**config.mk**
```make
export PLATFORM = sky130hd
export DESIGN_NAME = mem_stage_flat
export DESIGN_NICKNAME = d
export VERILOG_FILES = /design/src/rtl/mem_stage_if.sv /design/src/rtl/mem_stage.sv /design/src/flat_wrapper.sv
export SDC_FILE = /design/constraint.sdc
export NUM_CORES = 1
export LEC_CHECK = 0
export BUFFER_PORTS_ARGS = -buffer_cell sky130_fd_sc_hd__buf_2
export CAP_MARGIN = 25
export CORE_MARGIN = 2
export CORE_UTILIZATION = 41
export DETAILED_ROUTE_END_ITERATION = 8
export GPL_TIMING_DRIVEN = 1
export PLACE_DENSITY = 0.77
export SYNTH_ARGS = -nofsm -noshare
export SYNTH_HDL_FRONTEND = slang
export SYNTH_SLANG_ARGS = --single-unit
export TNS_END_PERCENT = 30
```
**constraint.sdc**
```tcl
create_clock -name clk -period 1.9 [get_ports clk]
set_clock_uncertainty 0.05 [all_clocks]
set_input_delay 0.38 -clock clk [delete_from_list [all_inputs] [get_ports clk]]
set_output_delay 0.38 -clock clk [all_outputs]
set_load 0.02 [all_outputs]
```
**src/rtl/mem_stage_if.sv**
```systemverilog
// Data-memory request/acknowledge port between the MEM stage (master) and data memory (slave).
`timescale 1ns/1ps
interface mem_stage_if;
  logic        dmem_req;
  logic        dmem_we;
  logic [31:0] dmem_addr;
  logic [31:0] dmem_wdata;
  logic [31:0] dmem_rdata;
  logic        dmem_ack;

  modport master (
    output dmem_req,
    output dmem_we,
    output dmem_addr,
    output dmem_wdata,
    input  dmem_rdata,
    input  dmem_ack
  );

  modport slave (
    input  dmem_req,
    input  dmem_we,
    input  dmem_addr,
    input  dmem_wdata,
    output dmem_rdata,
    output dmem_ack
  );
endinterface

```
**src/rtl/mem_stage.sv**
```systemverilog
// MEM pipeline stage: unpacks EX/MEM, runs loads/stores over a req/ack port with a
// timeout abort, stalls upstream while an access is pending and emits the MEM/WB bundle.
`timescale 1ns/1ps
module mem_stage #(
  parameter int TIMEOUT = 16
) (
  input  logic               clk,
  input  logic               rst_n,
  input  logic [107:0]       ex_mem_in,
  mem_stage_if.master        mem_bus,
  output logic               stall,
  output logic               pc_src,
  output logic [31:0]        branch_target_out,
  output logic [70:0]        mem_wb_out,
  output logic               mem_err
);

  localparam int            CNT_W    = $clog2(TIMEOUT + 1);
  localparam logic [CNT_W-1:0] CNT_LAST = CNT_W'(TIMEOUT - 1);

  typedef enum logic {IDLE, ACCESS} state_t;

  state_t state, state_next;

  logic [4:0]  dest_p0;
  logic [31:0] rt_data_p0;
  logic [31:0] alu_out_p0;
  logic        zero_p0;
  logic [31:0] branch_target_p0;
  logic [5:0]  ctrl_p0;
  logic        mem_op_p0;

  logic [4:0]       dest_p1;
  logic [1:0]       wb_ctrl_p1;
  logic [CNT_W-1:0] cnt_p1;

  logic finish;
  logic timed_out;
  logic unused_ctrl;

  // EX/MEM unpack
  assign dest_p0          = ex_mem_in[107:103];
  assign rt_data_p0       = ex_mem_in[102:71];
  assign alu_out_p0       = ex_mem_in[70:39];
  assign zero_p0          = ex_mem_in[38];
  assign branch_target_p0 = ex_mem_in[37:6];
  assign ctrl_p0          = ex_mem_in[5:0];
  assign mem_op_p0        = ctrl_p0[2] | ctrl_p0[3];
  assign unused_ctrl      = ctrl_p0[5];

  assign pc_src            = ctrl_p0[4] & zero_p0;
  assign branch_target_out = branch_target_p0;

  always_ff @(posedge clk or negedge rst_n) begin
    if (!rst_n) state <= IDLE;
    else        state <= state_next;
  end

  always_comb begin
    state_next = state;
    stall      = 1'b0;
    finish     = 1'b0;
    timed_out  = 1'b0;
    case (state)
      IDLE: begin
        stall = mem_op_p0;
        if (mem_op_p0) state_next = ACCESS;
      end
      ACCESS: begin
        // A late ack in the final allowed cycle still counts as a real completion.
        if (mem_bus.dmem_ack) begin
          finish = 1'b1;
        end else if (cnt_p1 == CNT_LAST) begin
          finish    = 1'b1;
          timed_out = 1'b1;
        end
        stall = ~finish;
        if (finish) state_next = IDLE;
      end
      default: state_next = IDLE;
    endcase
    // Upstream must never see a hold while the stage is in reset.
    if (!rst_n) stall = 1'b0;
  end

  // MEM/WB boundary and access holding registers
  always_ff @(posedge clk or negedge rst_n) begin
    if (!rst_n) begin
      mem_bus.dmem_req   <= 1'b0;
      mem_bus.dmem_we    <= 1'b0;
      mem_bus.dmem_addr  <= '0;
      mem_bus.dmem_wdata <= '0;
      dest_p1            <= '0;
      wb_ctrl_p1         <= '0;
      cnt_p1             <= '0;
      mem_wb_out         <= '0;
      mem_err            <= 1'b0;
    end else begin
      case (state)
        IDLE: begin
          if (mem_op_p0) begin
            dest_p1            <= dest_p0;
            wb_ctrl_p1         <= ctrl_p0[1:0];
            mem_bus.dmem_addr  <= alu_out_p0;
            mem_bus.dmem_wdata <= rt_data_p0;
            mem_bus.dmem_we    <= ctrl_p0[3];
            mem_bus.dmem_req   <= 1'b1;
            cnt_p1             <= '0;
            mem_wb_out         <= '0;
          end else begin
            mem_wb_out <= {dest_p0, 32'h0, alu_out_p0, ctrl_p0[1], ctrl_p0[0]};
          end
        end
        ACCESS: begin
          if (finish) begin
            mem_wb_out <= {dest_p1,
                           (mem_bus.dmem_we | timed_out) ? 32'h0 : mem_bus.dmem_rdata,
                           mem_bus.dmem_addr, wb_ctrl_p1};
            mem_bus.dmem_req <= 1'b0;
            if (timed_out) mem_err <= 1'b1;
          end else begin
            cnt_p1     <= cnt_p1 + 1'b1;
            mem_wb_out <= '0;
          end
        end
        default: mem_bus.dmem_req <= 1'b0;
      endcase
    end
  end

endmodule

```
**src/flat_wrapper.sv**
```systemverilog
// flat-port wrapper written by rule: the top's interface ports become plain ports
module mem_stage_flat 
#(
  parameter int TIMEOUT = 16
)
  (clk, rst_n, ex_mem_in, stall, pc_src, branch_target_out, mem_wb_out, mem_err, mem_bus_dmem_req, mem_bus_dmem_we, mem_bus_dmem_addr, mem_bus_dmem_wdata, mem_bus_dmem_rdata, mem_bus_dmem_ack);
  mem_stage_if mem_bus_i ();
  input  logic clk;
  input  logic rst_n;
  input  logic [107:0] ex_mem_in;
  output logic stall;
  output logic pc_src;
  output logic [31:0] branch_target_out;
  output logic [70:0] mem_wb_out;
  output logic mem_err;
  output wire logic [$bits(mem_bus_i.dmem_req)-1:0] mem_bus_dmem_req;
  output wire logic [$bits(mem_bus_i.dmem_we)-1:0] mem_bus_dmem_we;
  output wire logic [$bits(mem_bus_i.dmem_addr)-1:0] mem_bus_dmem_addr;
  output wire logic [$bits(mem_bus_i.dmem_wdata)-1:0] mem_bus_dmem_wdata;
  input wire logic [$bits(mem_bus_i.dmem_rdata)-1:0] mem_bus_dmem_rdata;
  input wire logic [$bits(mem_bus_i.dmem_ack)-1:0] mem_bus_dmem_ack;
  assign mem_bus_dmem_req = mem_bus_i.dmem_req;
  assign mem_bus_dmem_we = mem_bus_i.dmem_we;
  assign mem_bus_dmem_addr = mem_bus_i.dmem_addr;
  assign mem_bus_dmem_wdata = mem_bus_i.dmem_wdata;
  assign mem_bus_i.dmem_rdata = mem_bus_dmem_rdata;
  assign mem_bus_i.dmem_ack = mem_bus_dmem_ack;
  mem_stage #(.TIMEOUT(TIMEOUT)) u_core (.clk(clk), .rst_n(rst_n), .ex_mem_in(ex_mem_in), .mem_bus(mem_bus_i), .stall(stall), .pc_src(pc_src), .branch_target_out(branch_target_out), .mem_wb_out(mem_wb_out), .mem_err(mem_err));
endmodule
```
==> metrics.md <==
| Metric | Value |
|---|---|
| Data required, critical path | 1470 ps |
| Setup-failing EPs final | 1 |
| CP max-delay cell | dfrtp_1 |
| Final WL | 13230 um |
| Total grt overflow | 0 |
| F_max | 0.4377 GHz |
| Via/cell ratio | 4.758 |
| Most used DFF post-synth | dfrtp_1 |
| Synth top area share | 63.05% |
| Critical path data arrival time | 1850 ps |
| Worst hold path class | input pin to async pin |
| Met1 WL | 5393 um |
| Vias in the first global route | 4041 |
| Initial Util | 41.55% |
| Post-synth EDFFs | 0 |
| Syn avg cell area | 15.90 sq um |
| Distinct cell type count after synthesis | 27 |
| Yosys top cell by area | dfrtp_1 |
| Top layer in use | met4 |
| Largest net degree at the start of global routing | 152 |
| Slowest stage delay, CP | 410 ps |
| Syn nets | 522 |
| Max-slew headroom at the worst pin | 47.73% |
| Met3 WL | 901 um |
| Io pins | 315 |
| Clk sink count | 151 |
| TritonCTS clock tree | yes |
| Crit path kind | flop to output port |
| Setup TNS | -384.9 ps |
| Core area | 0.01442 sq mm |
| Sequential share of the synthesized area | 63.05% |
| Routed WL per cell | 16.48 um |
| Setup crit end kind | output port |
| Global-route wire length before repair | 20990 um |
| Die ar. | 0.01560 sq mm |
| Antenna Nets Post-Route | 0 |
| Area delta synth->final | 31.04% |
| Leak | 4.251 nW |
| Reg2Reg Launch Point | u_core.cnt_p1[1] |
| First DRT Iteration DRCs | 136 |
| Failing checks | setup timing |
| Final WS setup | -384.9 ps |
| Initial antenna violation count | 0 |
| Clk pin slew, worst setup/hold paths | 60 ps |
| Number of port buffers | 249 |
| Origin of the worst setup path | u_core.cnt_p1[1] |
| CP Cell Sequence | ha_2, and3_4, ha_4, o21a_4, nor2_4, and2_4, buf_6 |
| Filler cells | 1196 |
| Slew Limit Fails | 0 |
| Ys Warns | 0 |
| Maximum clock path buffer count | 2 |
| Crit path launch type | flop |
| Final Hold Vio Count | 0 |
| Cells after synthesis | 377 |
| Clock latency on the worst-skew pair | 410 ps |
| RePlAce Congestion | 0.8032 |
| Synth cell count leaders | dfrtp_1, mux2_4, a22o_1 |
| First-pass DRT Iterations | 4 |
| DRC viols | 0 |
| Met2 Wirelength | 6635 um |
| FP Rows | 44 |
| Worst-margin pin slew | 784.0 ps |
| Die Wd | 124.9 um |
| Pwr Density | 1245 mW/mm^2 |
| Crit path max fanout | 3 |
| CTS HTree Levels | 4 |
| Synthesized area | 0.005993 sq mm |
| CP bufs+invs | 1 |
| Max-Cap Viols | 0 |
| # diodes | 0 |
| #FFs+latches synth | 151 |
| Final worst path period share | 120.3% |
| TritonCTS buffer count | 17 |
| Peak VDD IR | 0.0006960 V |
| Vias | 3821 |
| Clk root buf | clkbuf_16 |
| Status | finished with violations |
| Placed cell count | 767 |
| Unrepaired setup endpoints after global routing | true |
| Placed wire-length estimate | 9184 um |
| Finished Layout Cells | 803 |
| Most frequent cell after synthesis | dfrtp_1 |
| Worst path top cell family by delay | flip-flops |
| Hold buffers post-CTS | 0 |
| Die H | 124.9 um |
| Top post-synthesis cells by area | dfrtp_1, mux2_4, a22o_1 |
| Global Route Usage Sum | 17.15% |
| Minimum clock period | 2285 ps |
| Ys async rst share | 100.0% |
| Share of layout cells above drive strength 1 | 60.58% |
| Final nets | 751 |
## routing by layer
| layer | vias to the layer above | global-route usage (%) |
|---|---|---|
| li1 | 1729 | - |
| met1 | 1898 | 21.32 |
| met2 | 169 | 28.06 |
| met3 | 25 | 5.241 |
| met4 | 0 | 7.124 |
| met5 | - | 0 |
## registers in the layout, summed over array words and instances (netlist names)
| name | flops |
|---|---|
| u_core.mem_wb_out | 71 |
| u_core.mem_bus.dmem_addr | 32 |
| u_core.mem_bus.dmem_wdata | 32 |
| u_core.cnt_p1 | 5 |
| u_core.dest_p1 | 5 |
| u_core.wb_ctrl_p1 | 2 |
| u_core.mem_bus.dmem_req | 1 |
| u_core.mem_bus.dmem_we | 1 |
| u_core.mem_err | 1 |
| u_core.state | 1 |
## metrics by stage
stage / power [mW] / setup slack [ps] / utilization [%] / instance area, sq um / hold slack [ps]
6_report: 9.775 / -384.9 / 54.45 / 7854 / 73.31
5_1_grt: 10.20 / -444.0 / 54.45 / 7854 / 102.4
4_1_cts: 9.889 / -449.9 / 54.35 / 7839 / 97.58
3_5_place_dp: 6.289 / -87.08 / 49.67 / 7164 / 410.9
3_3_place_gp: 6.214 / 1.299 / 49.67 / 7164 / 401.2
2_1_floorplan: 5.568 / 1.901 / - / 6003 / 34.41
## cells in the final DEF (no fill, tap or decap), types with 4 or more instances in the layout
cell type / Yosys / layout
clkbuf_16: 0 / 17
buf_4: 33 / 10
a22o_1: 39 / 39
and2_1: 34 / 33
o21ai_0: 4 / 4
dfrtp_1: 151 / 151
mux2_4: 58 / 58
bufinv_16: 0 / 4
mux2_2: 14 / 14
buf_2: 9 / 247
nand2_1: 4 / 4
## what timing repair did
action / CTS / global route
resized for setup: 6 / 0
setup endpoints to repair: 18 / 43
hold endpoints to repair: 0 / 0
pin swaps: 3 / 2
setup buffers: 2 / 2
## power by group
part	switching [mW]	internal [mW]
Clock	1.32	2.21
Combinational	1.20	1.03
Sequential	0.280	3.73
Total	2.81	6.97
## layout make-up
class                      count  area (sq um)  share of cell area [%]
multi-input combinational    171          1813                   23.08
clock inverter                14         197.7                   2.517
inverter                       3         11.26                  0.1434
tap                          184         230.2                   2.931
clock buffer                  18         429.2                   5.464
timing repair buffer         262          1394                   17.75
sequential                   151          3779                   48.11
## final timing paths
path / end / slack (ps) / cells past startpoint
setup reg to reg: u_core.mem_wb_out[67] / 10 / 6
hold reg to reg: u_core.mem_err / 420 / 1
max in group asynchronous: u_core.mem_wb_out[60] / 1130 / 2
hold / removal: u_core.mem_wb_out[27] / 70 / 2
setup / recovery: stall / -380 / 7
min in group clk: u_core.mem_wb_out[44] / 120 / 2
## worst register-to-register path, cell delays in order, from the launching register on
cell     delay (ps)
dfrtp_1         410
ha_2            190
and3_4          150
ha_4            160
o21a_4          200
buf_4           260
a22o_1          350
## cell families (layout without fill, tap and decap cells)
logic type                 Yosys count  count (layout)  synth area share, %
buffers and inverters               55             297                7.432
adders and majority gates            2               2               0.4175
AOI/OAI and AO/OA                   48              48                6.806
DFF                                151             151                63.05
muxes                               73              73                17.33
and+or+nand+nor                     48              48                4.969
(Power assumes the default switching activity.)
